**config.mk**
```make
export PLATFORM = sky130hd
export DESIGN_NAME = layer_step_controller
export DESIGN_NICKNAME = d
export VERILOG_FILES = /design/src/rtl/fnn_ctrl_pkg.sv /design/src/rtl/layer_step_controller_wrap_counter.sv /design/src/rtl/layer_step_controller.sv
export SDC_FILE = /design/constraint.sdc
export NUM_CORES = 1
export LEC_CHECK = 0
export ABC_AREA = 1
export BUFFER_PORTS_ARGS = -buffer_cell sky130_fd_sc_hd__buf_2
export CAP_MARGIN = 20
export CORE_MARGIN = 2
export CORE_UTILIZATION = 60
export DETAILED_ROUTE_END_ITERATION = 8
export PLACE_DENSITY = 0.84
export SKIP_CTS_REPAIR_TIMING = 1
export SLEW_MARGIN = 20
export SYNTH_ARGS = -nofsm -noshare
export SYNTH_HDL_FRONTEND = slang
export SYNTH_HIERARCHICAL = 1
export SYNTH_SLANG_ARGS = --single-unit
```
**constraint.sdc**
```tcl
create_clock -name clk -period 4.5 [get_ports clk]
set_input_delay 0.675 -clock clk [delete_from_list [all_inputs] [get_ports clk]]
set_output_delay 0.675 -clock clk [all_outputs]
set_load 0.05 [all_outputs]
```
**src/rtl/fnn_ctrl_pkg.sv**
```systemverilog
// ============================================================================
// Module  : fnn_ctrl_pkg
// Brief   : Shared phase codes and helpers for the FNN controller slice
//           (master_controller -> layer_step_controller).
// Revision: 1.0 - initial release
// ============================================================================
`default_nettype none

package fnn_ctrl_pkg;

  typedef logic [2:0] ctrl_t;

  localparam ctrl_t CTRL_IDLE = 3'd0;
  localparam ctrl_t CTRL_LOAD = 3'd1;
  localparam ctrl_t CTRL_MAC  = 3'd2;
  localparam ctrl_t CTRL_ACT  = 3'd3;
  localparam ctrl_t CTRL_NEXT = 3'd5;

  // Codes 4, 6 and 7 carry no meaning; the consumer treats them as IDLE.
  function automatic logic is_reserved(input ctrl_t code);
    return (code == 3'd4) || (code == 3'd6) || (code == 3'd7);
  endfunction

endpackage

`default_nettype wire

```
**src/rtl/layer_step_controller_wrap_counter.sv**
```systemverilog
// ============================================================================
// Module  : wrap_counter
// Brief   : Modulo-MOD up-counter with synchronous clear and a combinational
//           wrap flag that is high on the enabled terminal count.
// Revision: 1.0 - initial release
// ============================================================================
`default_nettype none

module wrap_counter #(
  parameter int MOD = 5,
  parameter int W   = 3
) (
  input  logic         clk,
  input  logic         rst_n,
  input  logic         clr,
  input  logic         en,
  output logic [W-1:0] q,
  output logic         wrap
);

  logic [W-1:0] r_q;

  assign q    = r_q;
  assign wrap = en && (r_q == W'(MOD - 1));

  // Count on enable, fold back to zero at MOD-1; clear wins over enable.
  always_ff @(posedge clk or negedge rst_n) begin
    if (!rst_n) begin
      r_q <= '0;
    end else if (clr) begin
      r_q <= '0;
    end else if (en) begin
      r_q <= wrap ? '0 : r_q + W'(1);
    end
  end

endmodule

`default_nettype wire

```
**src/rtl/layer_step_controller.sv**
```systemverilog
// ============================================================================
// Module  : layer_step_controller
// Brief   : Turns the master_controller phase code into registered per-cycle
//           strobes and addresses for the neuron array, and tracks the
//           current layer plus layer/network completion.
// Revision: 1.0 - initial release
// ============================================================================
`default_nettype none

module layer_step_controller
  import fnn_ctrl_pkg::*;
#(
  parameter  int max      = 5,
  parameter  int layer_no = 4,
  localparam int CNT_W    = $clog2(max),
  localparam int LAY_W    = $clog2(layer_no),
  localparam int WA_W     = $clog2(layer_no * max * max)
) (
  input  logic             clk,
  input  logic             rst_n,
  input  logic [2:0]       control,
  output logic [WA_W-1:0]  w_addr,
  output logic [CNT_W-1:0] in_sel,
  output logic [CNT_W-1:0] neu_sel,
  output logic [LAY_W-1:0] layer_idx,
  output logic             ld_en,
  output logic             mac_en,
  output logic             mac_clr,
  output logic             wr_en,
  output logic [CNT_W-1:0] wr_neu,
  output logic             act_en,
  output logic             layer_done,
  output logic             net_done,
  output logic             ctrl_err
);

  // Phase decode
  logic w_load;
  logic w_mac;
  logic w_act;
  logic w_next;
  logic w_rsv;
  logic w_mac_go;
  logic w_cnt_clr;

  assign w_load    = (control == CTRL_LOAD);
  assign w_mac     = (control == CTRL_MAC);
  assign w_act     = (control == CTRL_ACT);
  assign w_next    = (control == CTRL_NEXT);
  assign w_rsv     = is_reserved(control);
  // Once a layer is fully accumulated further MAC phases are dropped silently.
  assign w_mac_go  = w_mac && !layer_done;
  assign w_cnt_clr = w_load || w_next;

  // Counter state
  logic [CNT_W-1:0] w_i_q;
  logic [CNT_W-1:0] w_j_q;
  logic [LAY_W-1:0] w_lay_q;
  logic             w_i_wrap;
  logic             w_j_wrap;
  logic             w_lay_wrap;

  wrap_counter #(.MOD(max), .W(CNT_W)) u_i_cnt (
    .clk   (clk),
    .rst_n (rst_n),
    .clr   (w_cnt_clr),
    .en    (w_mac_go),
    .q     (w_i_q),
    .wrap  (w_i_wrap)
  );

  wrap_counter #(.MOD(max), .W(CNT_W)) u_j_cnt (
    .clk   (clk),
    .rst_n (rst_n),
    .clr   (w_cnt_clr),
    .en    (w_i_wrap),
    .q     (w_j_q),
    .wrap  (w_j_wrap)
  );

  // Layer index survives LOAD/NEXT clears; only reset or the NEXT wrap zero it.
  wrap_counter #(.MOD(layer_no), .W(LAY_W)) u_lay_cnt (
    .clk   (clk),
    .rst_n (rst_n),
    .clr   (1'b0),
    .en    (w_next),
    .q     (w_lay_q),
    .wrap  (w_lay_wrap)
  );

  assign layer_idx = w_lay_q;

  // Weight address = layer*max*max + j*max + i, built at full address width.
  logic [WA_W-1:0] w_addr_nxt;

  assign w_addr_nxt = (WA_W'(w_lay_q) * WA_W'(max * max))
                    + (WA_W'(w_j_q) * WA_W'(max))
                    + WA_W'(w_i_q);

  // Write-back is deferred one cycle behind the last product of a neuron.
  logic             r_wr_pend;
  logic [CNT_W-1:0] r_wr_j;

  // Registered strobes, addresses and sticky status, one cycle after control.
  always_ff @(posedge clk or negedge rst_n) begin
    if (!rst_n) begin
      w_addr     <= '0;
      in_sel     <= '0;
      neu_sel    <= '0;
      ld_en      <= 1'b0;
      mac_en     <= 1'b0;
      mac_clr    <= 1'b0;
      wr_en      <= 1'b0;
      wr_neu     <= '0;
      act_en     <= 1'b0;
      layer_done <= 1'b0;
      net_done   <= 1'b0;
      ctrl_err   <= 1'b0;
      r_wr_pend  <= 1'b0;
      r_wr_j     <= '0;
    end else begin
      ld_en     <= 1'b0;
      mac_en    <= 1'b0;
      mac_clr   <= 1'b0;
      act_en    <= 1'b0;
      r_wr_pend <= 1'b0;

      // A pending write-back fires regardless of the current phase and
      // carries the neuron index captured before any LOAD/NEXT clear.
      wr_en <= r_wr_pend;
      if (r_wr_pend) begin
        wr_neu <= r_wr_j;
      end

      if (w_rsv) begin
        ctrl_err <= 1'b1;
      end

      if (w_load) begin
        ld_en      <= 1'b1;
        layer_done <= 1'b0;
        if (w_lay_q == '0) begin
          net_done <= 1'b0;
        end
      end

      if (w_mac_go) begin
        mac_en    <= 1'b1;
        mac_clr   <= (w_i_q == '0);
        in_sel    <= w_i_q;
        neu_sel   <= w_j_q;
        w_addr    <= w_addr_nxt;
        r_wr_pend <= w_i_wrap;
        r_wr_j    <= w_j_q;
        if (w_j_wrap) begin
          layer_done <= 1'b1;
        end
      end

      if (w_act) begin
        act_en <= 1'b1;
      end

      if (w_next) begin
        layer_done <= 1'b0;
        if (w_lay_wrap) begin
          net_done <= 1'b1;
        end
      end
    end
  end

endmodule

`default_nettype wire

```
==> results of run 1 <==
[area by class of cell]
class / instances / area share, %
Multi-Input combinational cell: 140 / 41.3
Sequential cell: 33 / 38.6
Timing Repair Buffer: 30 / 7.01
Inverter: 36 / 6.43
Clock inverter: 3 / 3.04
Tap cell: 33 / 1.93
Clock buffer: 5 / 1.75
[cells in the mapped netlist]
library cell and instances:
mux2_1 3, o21bai_1 1, conb_1 1, nand2_1 60
buf_4 1, clkinv_1 1, ha_1 21, nor2_1 13
o21ai_1 3, or2_1 1, inv_4 1, nor4_1 1
buf_12 1, nand2_2 9, dfrtp_1 33, a21oi_2 1
inv_2 3, inv_1 31, nand3_4 1, a21oi_1 3
xnor2_1 1, o21ai_0 3, nor2_2 2, fa_1 4
nand3_1 12
[cell families (layout without fill, tap and decap cells)]
logic type      count (synthesis)  after routing
mux                             3              3
simple gates                   99             99
xor+xnor                        1              1
compound gates                 11             11
buf+inv                        38             74
flops                          33             33
other cells                     1              1
fa+ha+maj                      25             25
[per-stage QoR]
step           instance area (um2)  util (%)
5_1_grt                       2140      71.3
2_1_floorplan                 1870         -
3_3_place_gp                  2040      67.9
6_report                      2140      71.3
3_5_place_dp                  2040      67.9
4_1_cts                       2140      71.3
[cells in the final DEF (no fill, tap or decap), drive strengths merged]
master,count
clkinv,2
buf,30
a21oi,4
conb,1
o21bai,1
fa,4
or2,1
clkbuf,5
nor2,15
dfrtp,33
nand3,13
inv,35
ha,21
mux2,3
bufinv,2
o21ai,6
nor4,1
xnor2,1
nand2,69
[metal layers]
layer / part of all wire, % / wire [um] / track usage, %
met4: 2.1 / 72 / 10.2
met5: 0 / 0 / 0
met1: 46 / 1560 / 26.9
met3: 3.9 / 134 / 6.93
met2: 48 / 1660 / 37.4
[registers in the layout, summed over array words and instances (netlist names), 2 cells and up]
register,count
u_lay_cnt/q,2
u_i_cnt/q,3
u_j_cnt/q,3
wr_neu,3
w_addr,7
in_sel,3
neu_sel,3
[critical path, delay by kind of cell, from the launching register on]
| family | cells | cell delay (ns) |
|---|---|---|
| fa+ha+maj | 5 | 1.76 |
| flops | 1 | 0.49 |
| simple gates | 6 | 0.37 |
| buf+inv | 2 | 0.09 |
[final timing paths]
check,cells past startpoint,slack (ns),startpoint,end
worst max-delay path,13,1.71,u_j_cnt/q[2],w_addr[6]
worst min-delay path,1,0.38,rst_n,neu_sel[0]
worst max register to register,13,1.71,u_j_cnt/q[2],w_addr[6]
worst min register to register,0,0.47,r_wr_pend,wr_en
max in group asynchronous,1,3.67,rst_n,in_sel[1]
min in group clk,0,0.47,r_wr_pend,wr_en
[power breakdown]
| group | leakage [nW] | switching, mW | internal [mW] |
|---|---|---|---|
| registers | 0.445 | 0.0174 | 0.318 |
| clock network | 0.0552 | 0.104 | 0.172 |
| logic | 0.820 | 0.117 | 0.0391 |
| total | 1.32 | 0.238 | 0.529 |
==> results.py, run 1 <==
metrics = {
    "timing": {
        "clock.fmax_ghz": 0.359,
        "fin_tns_setup_ns": 0,
        "finalClockSkew_ns": 0.00778,
        "tightest_slew_ns": 0.718,
        "hold_violations": 0,
        "rsz0062_at_grt": "false",
        "maxSlewViolCount": 0,
        "setup_viol": 0,
        "slew_headroom_pct": 52.1,
        "hold-worst-slack_ns": 0.377,
        "period_minus_slack_ns": 2.79,
        "fin_crit_sh_pct": 62.0,
        "setup_slack_ns": 1.71,
    },
    "route": {
        "routedWlPerCell_um": 12.2,
        "drc": 0,
        "routed-via-count": 1428,
        "drt-pass1-iter-count": 4,
        "viasPerCell": 5.10,
        "antenna_left": 0,
        "drtIter0Drc": 52,
        "finalWirelength_mm": 3.43,
    },
    "grt": {
        "grt_first_pass_wirelength_mm": 5.86,
        "first_global_vias": 1367,
        "overflow": 0,
        "antenna_found_initial": 0,
        "grtUsageTotal_pct": 22.6,
        "grt_max_degree": 34,
    },
    "synthesis": {
        "ys_seq_elements": 33,
        "synth_fa_ha_area_share_pct": 18.3,
        "syn-cell-area_um2": 1870,
        "syn_inst": 211,
        "syn_area_per_cell_um2": 8.88,
        "ys_types": 25,
        "synth-simple-area-share_pct": 23.1,
        "syn_nets": 241,
        "synth_top_cell_by_area": "dfrtp_1",
        "yosys.area_share.xor_xnor_pct": 0.467,
        "seq_area_frac_synth_pct": 44.1,
        "ys_top_cells_by_area": "dfrtp_1 (44%), ha_1 (14%), nand2_1 (12%), inv_1 (6.2%), fa_1 (4.3%)",
        "synth_top_family_by_area": "simple AND/OR/NAND/NOR gates",
        "synth_top_area_share_pct": 44.1,
        "synth-compound-area-share_pct": 3.27,
        "yosysWarnings": 6,
        "muxShareOfSynthArea_pct": 1.80,
    },
    "power_and_ir_drop": {
        "p_total_mw": 0.767,
        "p_leak_nw": 1.32,
        "p_per_area_nw_per_um2": 358,
        "ir_worst_vdd_uv": 196,
    },
    "final_layout": {
        "n_antenna_cell": 0,
        "drive_gt1_share_pct": 22.3,
        "multi_input_area_um2": 883,
        "fillerInstances": 215,
        "regArea_um2": 826,
        "nets": 276,
        "fin_cells": 280,
        "area_delta_synth_final_pct": 14.2,
    },
    "worst_setup_path": {
        "end_kind": "flip-flop",
        "path_max_fanout": 8,
        "crit_arrival_ns": 3.03,
        "critPathMaxStageDelay_ns": 0.52,
        "cp-start-kind": "flip-flop",
        "crit_slowest_cell": "fa_1",
        "crit_type": "reg2reg",
        "critical_path.cell_chain": "ha_1 > ha_1 > inv_1 > fa_1 > inv_1 > ha_1 > fa_1 > nand2_1 > nand2_1 > nand2_1 > nand2_1 > nand3_1 > nand2_1",
        "cp.required_ns": 4.74,
        "crit_top_cell": "nand2_1",
    },
    "clock_tree": {
        "path_clk_slew_ns": 0.11,
        "cts.path.max_buffers": 2,
        "clockRootBuffer": "clkbuf_4",
        "cts_buffers": 5,
        "htree_levels": 2,
        "clock_sinks": 33,
        "clock_latency_ns": 0.34,
        "cts_tree": "built",
    },
    "place": {
        "place_congestion": 0.823,
        "port_buffers": 30,
        "dp_hpwl_mm": 2.46,
        "pre_cts_ws_ns": 1.74,
        "place_inst": 272,
    },
    "floorplanning": {
        "ios": 31,
        "die_y_um": 59.9,
        "core_um2": 3000,
        "die_w_um": 59.9,
        "rows": 20,
        "dieArea_um2": 3590,
        "start_util_pct": 62.4,
    },
    "outcome": {
        "status": "finished, final reports clean",
    },
    "run": {
        "maxCapViolCount": 0,
    },
    "worst_hold_path": {
        "min_path_type": "in2async",
    },
}
No activity file was read; power rests on OpenSTA's default activity.
==> run 2, diff against run 1 <==
--- a/config.mk
+++ b/config.mk
@@ -9,9 +9,9 @@
 export BUFFER_PORTS_ARGS = -buffer_cell sky130_fd_sc_hd__buf_2
 export CAP_MARGIN = 20
 export CORE_MARGIN = 2
-export CORE_UTILIZATION = 60
+export CORE_UTILIZATION = 56
 export DETAILED_ROUTE_END_ITERATION = 8
-export PLACE_DENSITY = 0.84
+export PLACE_DENSITY = 0.79
 export SKIP_CTS_REPAIR_TIMING = 1
 export SLEW_MARGIN = 20
 export SYNTH_ARGS = -nofsm -noshare
==> constraint.sdc (replaced) <==
create_clock -name clk -period 2.8 [get_ports clk]
set_input_delay 0.42 -clock clk [delete_from_list [all_inputs] [get_ports clk]]
set_output_delay 0.42 -clock clk [all_outputs]
set_load 0.05 [all_outputs]
==> results.py, run 2 (synthesis results as in run 1) <==
metrics = {
    "place": {
        "dp_hpwl_mm": 2.51,
        "pre_cts_ws_ns": 0.0999,
        "place_inst": 289,
        "place_congestion": 0.806,
        "port_buffers": 30,
    },
    "floorplanning": {
        "core_um2": 3280,
        "rows": 21,
        "dieArea_um2": 3830,
        "ios": 31,
        "die_y_um": 61.9,
        "start_util_pct": 57.1,
        "die_w_um": 61.9,
    },
    "clock_tree": {
        "cts.path.max_buffers": 2,
        "clockRootBuffer": "clkbuf_4",
        "cts_buffers": 5,
        "path_clk_slew_ns": 0.11,
        "htree_levels": 2,
        "clock_latency_ns": 0.34,
        "cts_tree": "built",
        "clock_sinks": 33,
    },
    "timing": {
        "finalClockSkew_ns": 0.0102,
        "period_minus_slack_ns": 2.66,
        "setup_slack_ns": 0.138,
        "maxSlewViolCount": 0,
        "hold_violations": 0,
        "clock.fmax_ghz": 0.376,
        "setup_viol": 0,
        "tightest_slew_ns": 0.724,
        "slew_headroom_pct": 51.7,
        "rsz0062_at_grt": "false",
        "fin_crit_sh_pct": 95.1,
        "fin_tns_setup_ns": 0,
    },
    "power_and_ir_drop": {
        "combPwrFrac_pct": 24.6,
        "clkPwrFrac_pct": 24.8,
        "p_per_area_nw_per_um2": 492,
        "switching_share_pct": 36.3,
        "p_total_mw": 1.05,
        "ir_worst_vdd_uv": 301,
        "seqPwrFrac_pct": 50.6,
        "p_switching_mw": 0.382,
        "p_int_mw": 0.671,
        "p_leak_nw": 1.31,
    },
    "grt": {
        "antenna_found_initial": 0,
        "grtUsageTotal_pct": 19.8,
        "first_global_vias": 1271,
        "overflow": 0,
        "grt_max_degree": 34,
        "grt_first_pass_wirelength_mm": 5.41,
    },
    "worst_setup_path": {
        "r2r_setup_slack_ns": 0.14,
        "crit_type": "reg2reg",
        "cp-start-kind": "flip-flop",
        "crit_arrival_ns": 2.89,
        "cp.required_ns": 3.03,
        "path_max_fanout": 2,
        "end_kind": "flip-flop",
    },
    "final_layout": {
        "largest_register_ffs": 7,
        "regMostFlops": "w_addr",
        "postLayoutCoreUtil_pct": 65.2,
        "area_delta_synth_final_pct": 14.3,
        "drive_gt1_share_pct": 23.9,
        "regArea_um2": 826,
        "multi_input_area_um2": 886,
        "mostFrequentLayoutCells": "nand2_1 (60), dfrtp_1 (33), inv_1 (31)",
        "n_antenna_cell": 0,
        "nets": 280,
        "fillerInstances": 279,
        "layout_commonest_cell": "nand2_1",
        "fin_cells": 297,
    },
    "route": {
        "drt-pass1-iter-count": 4,
        "drtIter0Drc": 55,
        "drc": 0,
        "antenna_left": 0,
        "routedWlPerCell_um": 11.3,
        "routed-via-count": 1412,
        "finalWirelength_mm": 3.35,
        "viasPerCell": 4.75,
    },
    "worst_hold_path": {
        "min_path_type": "in2async",
    },
    "outcome": {
        "status": "finished, final reports clean",
    },
    "run": {
        "maxCapViolCount": 0,
    },
}
==> run 2: cell types whose count changed in the layout (fill, tap and decap cells not counted), sizes merged <==
cell and delta:
buf +4, bufinv -2, clkinv +1, clkinvlp +1
==> run 2: path summary, 6_finish.rpt <==
kind,from,endpoint,cells after the start
hold / removal,rst_n,u_j_cnt/q[1],1
setup / recovery,u_j_cnt/q[0],w_addr[6],13
hold reg to reg,w_addr[5],w_addr[5],2
max in group asynchronous,rst_n,w_addr[1],1
setup reg to reg,u_j_cnt/q[0],w_addr[6],13
min in group clk,control[2],act_en,2
==> run 2: power by group through the flow <==
stage	Combinational, mW	Sequential (mW)	Clock (mW)
floorplan	0.0842	0.649	0
global placement	0.256	0.540	0
detailed placement	0.260	0.542	0
CTS	0.261	0.533	0.270
global route	0.285	0.538	0.290
finish	0.259	0.533	0.261
==> run 2: final cells by class <==
class,count,share of cell area (%)
well taps,46,2.69
flip-flops and latches,33,38.6
repair buffers,34,8.41
inverters,36,6.43
multi-input cells,140,41.4
clock inverters,3,0.818
clock buffers,5,1.75
==> run 2: metal layers <==
metal	up-vias	share of wire, %	GRT usage, %
li1	727	-	-
met1	655	45	23.7
met2	24	50	34.0
met3	6	3.7	6.21
met4	0	1.3	6.38
met5	-	0	0
==> run 2: worst max-delay path: stages, from the launching register on <==
cell and delay (ns):
dfrtp_1 0.40, ha_1 0.30, ha_1 0.28, inv_1 0.06
fa_1 0.55, inv_1 0.04, ha_1 0.22, fa_2 0.36
nand2_1 0.07, nand2_1 0.06, nand2_1 0.05, nand2_1 0.05
nand3_1 0.07, nand2_1 0.05
==> run 2: per-stage QoR <==
stage / hold slack [ns] / area (um2)
2_1_floorplan: 0.124 / 1870
5_1_grt: 0.170 / 2140
3_3_place_gp: 0.457 / 2080
3_5_place_dp: 0.462 / 2080
6_report: 0.126 / 2140
4_1_cts: 0.139 / 2140
==> run 3, diff against run 2 <==
--- a/config.mk
+++ b/config.mk
@@ -5,11 +5,10 @@
 export SDC_FILE = /design/constraint.sdc
 export NUM_CORES = 1
 export LEC_CHECK = 0
-export ABC_AREA = 1
 export BUFFER_PORTS_ARGS = -buffer_cell sky130_fd_sc_hd__buf_2
 export CAP_MARGIN = 20
 export CORE_MARGIN = 2
-export CORE_UTILIZATION = 56
+export CORE_UTILIZATION = 55
 export DETAILED_ROUTE_END_ITERATION = 8
 export PLACE_DENSITY = 0.79
 export SKIP_CTS_REPAIR_TIMING = 1
==> results.py, run 3 <==
metrics = {
    "timing": {
        "finalClockSkew_ns": 0.00629,
        "clock.fmax_ghz": 0.371,
        "period_minus_slack_ns": 2.70,
        "rsz0062_at_grt": "false",
        "setup_slack_ns": 0.104,
        "tightest_slew_ns": 0.717,
        "slew_headroom_pct": 52.2,
        "setup_viol": 0,
        "fin_crit_sh_pct": 96.3,
        "maxSlewViolCount": 0,
        "fin_tns_setup_ns": 0,
        "hold_violations": 0,
    },
    "place": {
        "place_inst": 240,
        "place_congestion": 0.786,
        "port_buffers": 30,
        "dp_hpwl_mm": 2.41,
        "pre_cts_ws_ns": 0.147,
    },
    "floorplanning": {
        "ios": 31,
        "core_um2": 3050,
        "die_y_um": 60.4,
        "start_util_pct": 57.4,
        "dieArea_um2": 3650,
        "die_w_um": 60.4,
        "rows": 20,
    },
    "worst_setup_path": {
        "r2r_end": "w_addr[6]",
        "end_kind": "flip-flop",
        "r2r_cells": 10,
        "crit_type": "reg2reg",
        "cp.required_ns": 3.02,
        "crit_arrival_ns": 2.92,
        "r2r_setup_slack_ns": 0.10,
        "r2r_start": "u_j_cnt/q[0]",
        "cp-start-kind": "flip-flop",
        "path_max_fanout": 2,
    },
    "clock_tree": {
        "cts.path.max_buffers": 2,
        "cts_tree": "built",
        "clock_sinks": 33,
        "cts_buffers": 5,
        "clock_latency_ns": 0.33,
        "clockRootBuffer": "clkbuf_4",
        "htree_levels": 2,
        "path_clk_slew_ns": 0.10,
    },
    "grt": {
        "grt_first_pass_wirelength_mm": 5.38,
        "grt_max_degree": 34,
        "grtUsageTotal_pct": 20.8,
        "antenna_found_initial": 0,
        "first_global_vias": 1251,
        "overflow": 0,
    },
    "synthesis": {
        "ys_seq_elements": 33,
        "syn-cell-area_um2": 1750,
        "yosysWarnings": 6,
        "synth_edf_count": 0,
        "seq_area_frac_synth_pct": 47.1,
        "synth_most_common_cell": "nand2_1",
        "synth_top_cell_by_area": "dfrtp_1",
        "ys.flop_type": "dfrtp_1",
        "ys_top_cells_by_count": "nand2_1 (37), dfrtp_1 (33), ha_1 (21)",
        "syn_inst": 165,
        "synth_top_area_share_pct": 47.1,
        "syn_area_per_cell_um2": 10.6,
        "async_flop_share_pct": 100,
        "ys_types": 32,
        "ys_top_cells_by_area": "dfrtp_1 (47%), ha_1 (15%), nand2_1 (7.9%), fa_1 (4.6%), inv_1 (2.8%)",
    },
    "power_and_ir_drop": {
        "ir_worst_vdd_uv": 206,
        "p_per_area_nw_per_um2": 457,
        "p_leak_nw": 1.18,
    },
    "final_layout": {
        "drive_gt1_share_pct": 23.8,
        "fin_cells": 246,
        "layout_commonest_cell": "nand2_1",
        "area_delta_synth_final_pct": 14.3,
        "n_antenna_cell": 0,
        "largest_register_ffs": 7,
        "regMostFlops": "w_addr",
        "mostFrequentLayoutCells": "nand2_1 (37), dfrtp_1 (33), buf_2 (30)",
        "nets": 233,
    },
    "route": {
        "finalWirelength_mm": 3.20,
        "drc": 0,
        "drt-pass1-iter-count": 4,
        "antenna_left": 0,
        "routedWlPerCell_um": 13.0,
        "routed-via-count": 1248,
        "drtIter0Drc": 38,
        "viasPerCell": 5.07,
    },
    "worst_hold_path": {
        "min_path_type": "in2async",
    },
    "run": {
        "maxCapViolCount": 0,
    },
    "outcome": {
        "status": "finished, final reports clean",
    },
}
## run 3: worst max-delay path by stage
stage,start,endpoint,depth (start not counted)
after floorplan,u_lay_cnt/q[1],w_addr[6],8
after global placement,u_j_cnt/q[0],w_addr[6],10
after detailed placement,u_j_cnt/q[0],w_addr[6],10
after CTS,u_j_cnt/q[0],w_addr[6],10
after global routing,u_j_cnt/q[0],w_addr[6],10
final,u_j_cnt/q[0],w_addr[6],10
## run 3: routing by layer
layer	track usage (%)	wire, um	up-vias	part of all wire (%)
met4	10.2	61	0	1.9
met2	36.6	1660	30	52
li1	-	-	623	-
met3	6.82	137	7	4.3
met5	0	0	-	0
met1	22.6	1350	588	42
## run 3: cell families (layout without fill, tap and decap cells)
kind of cell	after synthesis	after routing	synth area share [%]
adder cells (fa/ha/maj)	25	25	19.6
flip-flops	33	33	47.1
XOR/XNOR	1	1	0.500
multiplexers	6	6	3.64
other	1	2	0.214
AO/OA/AOI/OAI	18	18	7.07
AND/OR/NAND/NOR	64	64	17.4
buffers and inverters	17	53	4.50
## run 3: report_power, final
part	internal, mW	switching (mW)	total [mW]	leakage, nW
sequential	0.498	0.0173	0.516	0.447
combinational	0.0394	0.122	0.162	0.707
clock	0.0869	0.151	0.238	0.0269
## run 3: cell type report
type,instances,area [um2]
flip-flops and latches,33,826
well taps,44,55.1
clock buffers,5,37.5
repair buffers,33,173
multi-input cells,116,851
fillers,261,1050
clock inverters,1,5.00
inverters,14,55.1
## run 3: critical path, cell delays in order (launching register included)
cell and delay (ns):
dfrtp_1 0.39, ha_1 0.29, ha_1 0.27, inv_1 0.05, fa_1 0.56, inv_1 0.06
ha_1 0.23, fa_1 0.41, nand3_1 0.12, a211o_1 0.13, nand3_1 0.07
## run 3: through the flow
stage                     util [%]  instance area [um2]  total power, mW  hold slack (ns)
after floorplan                  -                 1760            0.642            0.124
after global placement        64.2                 1960            0.683            0.434
after detailed placement      64.2                 1960            0.689            0.448
after CTS                     65.6                 2000            0.930            0.135
after global routing          65.6                 2000            0.960            0.172
final                         65.6                 2000            0.915            0.133
